**src/rtl/als_spi_reader.sv**
```systemverilog
// Periodic SPI reader for the Pmod ALS light sensor ADC.
// Shifts in a 16-bit frame and presents bits [12:5] as an 8-bit light level.
module als_spi_reader #(
    parameter int CLKS_PER_HALF_BIT = 4,
    parameter int SAMPLE_PERIOD     = 100000
) (
    input  logic       i_Clock,
    input  logic       i_Rst_L,
    input  logic       i_Enable,
    input  logic       i_SPI_MISO,
    output logic       o_SPI_Clk,
    output logic       o_SPI_CS_n,
    output logic [7:0] o_Light,
    output logic       o_DV,
    output logic       o_Frame_Err,
    output logic       o_Busy
);

    localparam int CW = $clog2(CLKS_PER_HALF_BIT);
    localparam int GW = $clog2(SAMPLE_PERIOD);

    localparam logic [CW-1:0] HALF_LAST = CW'(CLKS_PER_HALF_BIT - 1);
    localparam logic [GW-1:0] GAP_LAST  = GW'(SAMPLE_PERIOD - 1);
    localparam logic [3:0]    BIT_LAST  = 4'd15;

    typedef enum logic [2:0] {
        IDLE,
        CS_SETUP,
        TRANSFER,
        CS_HOLD,
        DONE
    } state_t;

    state_t        state_q, state_d;
    logic [GW-1:0] gap_q, gap_d;
    logic [CW-1:0] half_q, half_d;
    logic [3:0]    bit_q, bit_d;
    logic          high_q, high_d;
    logic [15:0]   frame_q, frame_d;
    logic          cs_n_q, cs_n_d;
    logic          sclk_q, sclk_d;
    logic [7:0]    light_q, light_d;
    logic          dv_q, dv_d;
    logic          err_q, err_d;

    logic half_end;

    assign half_end = (half_q == HALF_LAST);

    always_comb begin
        state_d = state_q;
        gap_d   = gap_q;
        half_d  = half_q;
        bit_d   = bit_q;
        high_d  = high_q;
        frame_d = frame_q;
        cs_n_d  = cs_n_q;
        sclk_d  = sclk_q;
        light_d = light_q;
        err_d   = err_q;
        dv_d    = 1'b0;

        unique case (state_q)
            IDLE: begin
                sclk_d = 1'b1;
                cs_n_d = 1'b1;
                if (gap_q == GAP_LAST) begin
                    if (i_Enable) begin
                        state_d = CS_SETUP;
                        cs_n_d  = 1'b0;
                        half_d  = '0;
                    end
                end else begin
                    gap_d = gap_q + 1'b1;
                end
            end

            CS_SETUP: begin
                if (half_end) begin
                    state_d = TRANSFER;
                    sclk_d  = 1'b0;
                    half_d  = '0;
                    bit_d   = '0;
                    high_d  = 1'b0;
                end else begin
                    half_d = half_q + 1'b1;
                end
            end

            TRANSFER: begin
                if (!half_end) begin
                    half_d = half_q + 1'b1;
                end else begin
                    half_d = '0;
                    if (!high_q) begin
                        // MISO is captured on the same edge that raises SCLK
                        sclk_d  = 1'b1;
                        high_d  = 1'b1;
                        frame_d = {frame_q[14:0], i_SPI_MISO};
                    end else if (bit_q == BIT_LAST) begin
                        state_d = CS_HOLD;
                    end else begin
                        sclk_d = 1'b0;
                        high_d = 1'b0;
                        bit_d  = bit_q + 1'b1;
                    end
                end
            end

            CS_HOLD: begin
                if (half_end) begin
                    state_d = DONE;
                    cs_n_d  = 1'b1;
                    light_d = frame_q[12:5];
                    err_d   = |frame_q[15:13];
                    dv_d    = 1'b1;
                    gap_d   = '0;
                end else begin
                    half_d = half_q + 1'b1;
                end
            end

            DONE: begin
                // DONE counts as gap cycle 0 so CS rise to CS fall is one period
                state_d = IDLE;
                gap_d   = gap_q + 1'b1;
            end

            default: begin
                state_d = IDLE;
                cs_n_d  = 1'b1;
                sclk_d  = 1'b1;
            end
        endcase
    end

    always_ff @(posedge i_Clock or negedge i_Rst_L) begin
        if (!i_Rst_L) begin
            state_q <= IDLE;
            gap_q   <= '0;
            half_q  <= '0;
            bit_q   <= '0;
            high_q  <= 1'b0;
            frame_q <= '0;
            cs_n_q  <= 1'b1;
            sclk_q  <= 1'b1;
            light_q <= 8'h00;
            dv_q    <= 1'b0;
            err_q   <= 1'b0;
        end else begin
            state_q <= state_d;
            gap_q   <= gap_d;
            half_q  <= half_d;
            bit_q   <= bit_d;
            high_q  <= high_d;
            frame_q <= frame_d;
            cs_n_q  <= cs_n_d;
            sclk_q  <= sclk_d;
            light_q <= light_d;
            dv_q    <= dv_d;
            err_q   <= err_d;
        end
    end

    assign o_SPI_Clk   = sclk_q;
    assign o_SPI_CS_n  = cs_n_q;
    assign o_Light     = light_q;
    assign o_DV        = dv_q;
    assign o_Frame_Err = err_q;
    assign o_Busy      = ~cs_n_q;

endmodule
```
**config.mk**
```make
export PLATFORM = sky130hd
export DESIGN_NAME = als_spi_reader
export DESIGN_NICKNAME = d
export VERILOG_FILES = /design/src/rtl/als_spi_reader.sv
export SDC_FILE = /design/constraint.sdc
export NUM_CORES = 1
export LEC_CHECK = 0
export BUFFER_PORTS_ARGS = -buffer_cell sky130_fd_sc_hd__buf_2
export CORE_UTILIZATION = 35
export CTS_BUF_LIST = sky130_fd_sc_hd__clkbuf_16
export CTS_CLUSTER_DIAMETER = 50
export DETAILED_ROUTE_END_ITERATION = 6
export PLACE_DENSITY = 0.57
export RECOVER_POWER = 100
export SYNTH_ARGS = -nofsm -noshare
export SYNTH_HDL_FRONTEND = slang
export SYNTH_SLANG_ARGS = --single-unit
```
**constraint.sdc**
```tcl
create_clock -name i_Clock -period 1.9 [get_ports i_Clock]
set_input_delay 0.57 -clock i_Clock [delete_from_list [all_inputs] [get_ports i_Clock]]
set_output_delay 0.57 -clock i_Clock [all_outputs]
set_load 0.005 [all_outputs]
```
# Word-level counts from Yosys, hierarchy flattened
# Index checks and enable logic that the tools add are counted.
[word_totals]
register_bits = 55
output_inout_bits = 13
[op_classes]
n_addsub = 3
n_eq_ne = 18
muxes = 36
bitwise = 4
n_reduce_logical = 17
[ops]
columns = ["op", "count"]
rows = [
  ["17-bit case mux with 3 select lines", 1],
  ["17-bit 2-to-1 mux", 2],
  ["3-bit 2-to-1 mux", 7],
  ["2-bit != test (second input constant)", 10],
  ["17-bit by 1-bit adder with 17-bit output (second input constant)", 1],
  ["17-bit equality test (second input constant)", 1],
  ["4-bit 2-to-1 mux", 4],
  ["1-bit 2-to-1 mux", 12],
  ["3-bit case mux with 4 select lines", 1],
  ["3-bit AND reduction", 3],
  ["2-bit 2-to-1 mux", 4],
  ["4-bit case mux with 2 select lines", 1],
  ["4-bit AND reduction", 2],
  ["7-bit AND reduction", 1],
  ["3-bit by 2-bit equality test with 1-bit output (second input constant)", 2],
  ["1-bit case mux with 3 select lines", 2],
  ["2-bit case mux with 3 select lines", 1],
  ["3-bit nonzero test", 2],
  ["3-bit OR reduction", 2],
  ["5-bit AND reduction", 1],
  ["4-bit by 1-bit adder with 4-bit output (second input constant)", 1],
  ["4-bit equality test (second input constant)", 1],
  ["1-bit inverter", 4],
  ["2-bit AND reduction", 2],
  ["other kinds (9)", 10],
]

# Depth between registers and ports, before layout
[logic_depth]
ltp_word = 5
mapped_depth = 8
ltp_nobuf = 6

# Worst setup path after synthesis
# Ideal clock, no wire load.
[synth_path]
path_type = "flip-flop to flip-flop"
start = "register gap_q[14]"
end = "register half_q[0]"
arrival_ps = 1632
setup_slack_ps = 147
stages_incl_launch_ff = 6
n_path_buf = 0
cell_sequence = "dfrtp_1 > or3_4 > nor4_4 > nand3_2 > a211o_1 > a22o_1"
[synth_between]
elab_chain_cells = 3
[synth_rtl]
columns = ["element", "line_no", "rtl"]
rows = [
  ["start, declared", "35", "logic [GW-1:0] gap_q, gap_d;"],
  ["start signal, assigned", "152", "gap_q <= gap_d;"],
  ["17-bit equality test", "67", "if (gap_q == GAP_LAST) begin"],
  ["2-bit != test (no source line)", "--", ""],
  ["4-bit AND reduction (no source line)", "--", ""],
  ["end signal, assigned", "153", "half_q <= half_d;"],
  ["end, declared", "36", "logic [CW-1:0] half_q, half_d;"],
]
# Every way passes these cells.
# A chain may end at the register's enable or synchronous reset.

# Worst setup path after layout
[layout_path]
start = "register gap_q[13]"
end = "register half_q[0]"
# The elaborated chain is that of the path after synthesis.

==> run metrics <==
FF+latch count, synth 55; hold_buf cts 0; clk slew on worst S/H paths approximately 80 ps; Critical Path RT 2080 ps; CTS Buf Count 5; Slew @ Worst Pin 1360 ps; ys async rst share 100%; number of global-route vias before repair 1746; htree depth 2; peak supply drop between 0.3 and 0.4 mV; worst path arrival time between 2000 and 2500 ps; number of remaining DRC errors 0; Most used DFF post-synth dfrtp_1; CTS tree yes; syn_nets roughly 270; met2 usage 20.6%; GPL Wtd Cong 0.865; Total GRT Usage 14.0%; post-synthesis average cell area ~10 um2; P_leak 1.42 nW; Die Wd 88.5 um; sequential area share after synthesis 52.7%; Die Ht 88.5 um; met1 Usage GRT 20.0%; Max Clock Freq 0.535 GHz; Cells after Synth 260; Final min period 1870 ps; Num Clock Sinks between 50 and 60; gr busiest metal met2; fin util 42.1%; vias per cell ~5.1; Post-Syn Area about 2600 um2; number of synthesized flops with an enable pin 0; Setup crit end kind register; # IOs 17; reg-to-reg setup timing slack 30 ps; Slew headroom 9.46%; Pwr Density 705 nW/um2; Fillers 737; Final Max Tran Viols 0; Hold/Removal Path Class register to register; Post-DP HPWL approximately 3500 um; die area 7830 um2; total gr overflow 0; Reg2Reg Depth 5; later-pin clock latency in the skew report 290 ps; layout overhead on the synthesized area 16.7%; RR Endpoint half_q[0]$_DFFE_PN0P_; critical path endpoint half_q[0]$_DFFE_PN0P_; largest net degree at the start of global routing 56; Netlist cell types 49; Wirelength per Cell 13.0 um; Ys Warns 0; Bufs on Longest Clock Path 2; CP Class register to register; Resized cells post-CTS 0; initial DRC count 98; final setup violating endpoints 0; maxcap violations 0; Final ANT Viol Nets 0; Max FO, Critical Path 4; Starting Density 36.1%; Area contributors post-synth dfrtp_1 51%, mux2_2 6.9%, nand2_1 6.5%; Synth area leader dfrtp_1; final WL 5080 um; Synth top cells by count 53 x dfrtp_1, 45 x nand2_1, 20 x nor2_1, 19 x o21ai_0, 16 x mux2_2; Hold Slack 478 ps; first-pass GRT wire length ~8400 um; kind of start point of the critical path register; clk root buf clkbuf_16; share of layout cells above drive strength 1 21.0%; setup TNS 0 ps; dpl cells 379; drt first pass iters 4; final period utilization 98.4%; most common cell in the netlist dfrtp_1; Worst Setup SP gap_q[13]$_DFFE_PN0P_; Nets 297; met3 GRT Util 3.17%; initial antenna violation count 0; RSZ-0062 raised after global routing yes; Clock Skew 5.03 ps; reg2reg start gap_q[13]$_DFFE_PN0P_; Final Hold Fails 0; row count 31; Final Instance Count excl. Fillers 390; Vias 1971; CORE AREA 7250 um2; # diodes 0; count of buffers from port buffering 16; status complete, no violations; Yosys top cell area share 50.6%
[how the worst min path moves through the flow]
stage	from	end	slack [ps]	cells past startpoint
6_report	o_Light[3]$_DFFE_PN0N_	o_Light[3]$_DFFE_PN0N_	480	2
5_1_grt	i_SPI_MISO	frame_q[0]$_DFFE_PN0P_	500	2
4_1_cts	i_Rst_L	o_Light[4]$_DFFE_PN0N_	280	2
3_5_place_dp	o_Light[3]$_DFFE_PN0N_	o_Light[3]$_DFFE_PN0N_	460	2
3_3_place_gp	o_Light[3]$_DFFE_PN0N_	o_Light[3]$_DFFE_PN0N_	460	2
2_1_floorplan	i_Rst_L	bit_q[0]$_DFFE_PN0P_	270	0
[power breakdown]
group / internal, mW / switching [mW] / leakage [nW]
clock network: 0.508 / 0.449 / 0.0772
logic: 0.00353 / 0.0233 / 0.603
registers: 1.17 / 0.000567 / 0.742
[per-stage QoR]
stage / power (mW) / instance area (um2) / setup slack (ps)
2_1_floorplan: 1.20 / 2620 / 147
3_3_place_gp: 1.23 / 2910 / 90.3
3_5_place_dp: 1.23 / 2910 / 46.2
4_1_cts: 2.20 / 3060 / 17.5
5_1_grt: 2.22 / 3060 / -64.1
6_report: 2.15 / 3060 / 30.9
[kinds of logic (layout without fill, tap and decap cells)]
logic type,count (synthesis),in the layout,synth area share [%]
xor gates and xnor gates,1,1,0.335
and+or+nand+nor,108,108,20.9
DFF,55,55,52.7
adders and majority gates,3,3,1.43
AOI/OAI and AO/OA,60,60,14.7
muxes,17,17,7.26
buffers and inverters,16,47,2.68
[critical path, stage by stage, from the launching register on]
cell     delay [ps]
dfrtp_1         400
or3_4           380
nor4_4          320
nand3_2         130
a211o_1         300
a22o_1          220
[flip-flops by register name, indices dropped and copies added, names as in the netlist]
signal	flops
bit_q	4
frame_q	16
gap_q	17
half_q	2
high_q	1
o_DV	1
o_Frame_Err	1
o_Light	8
o_SPI_CS_n	1
o_SPI_Clk	1
state_q	3
[cell type report]
class	instances	area [um2]	share of cell area (%)
tap	99	124	4.05
timing repair buffer	33	203	6.63
inverter	6	22.5	0.737
multi-input combinational	189	1170	38.3
clock buffer	5	125	4.09
sequential	55	1380	45.1
clock inverter	3	33.8	1.11
[metal layers]
layer / vias to the layer above / wire, um / share of wire, %
met5: - / 0 / 0
met4: 0 / 58 / 1.1
met3: 7 / 173 / 3.4
met2: 35 / 2170 / 43
met1: 939 / 2670 / 53
li1: 990 / - / -
[cell usage in the layout, fill, tap and decap left out, types with 3 or more instances in the layout]
cell type | netlist | layout
a21oi_1 | 6 | 6
a31oi_1 | 6 | 6
and3_1 | 3 | 3
buf_2 | 4 | 10
buf_4 | 1 | 13
clkbuf_1 | 4 | 7
clkbuf_16 | 0 | 5
dfrtp_1 | 53 | 53
ha_1 | 3 | 3
inv_1 | 5 | 6
mux2_2 | 16 | 16
nand2_1 | 45 | 45
nand3_1 | 13 | 13
nand4_1 | 5 | 5
nor2_1 | 20 | 20
nor3_1 | 3 | 3
o21ai_0 | 19 | 19
o21ai_1 | 8 | 8
o31ai_1 | 7 | 7
[repair_timing]
item / 4_1_cts / 5_1_grt
endpoints found under the hold margin: 0 / 0
endpoints found under the setup margin: 0 / 7
buffers inserted: 0 / 3
Note: power is estimated with default switching activity, not from simulation.
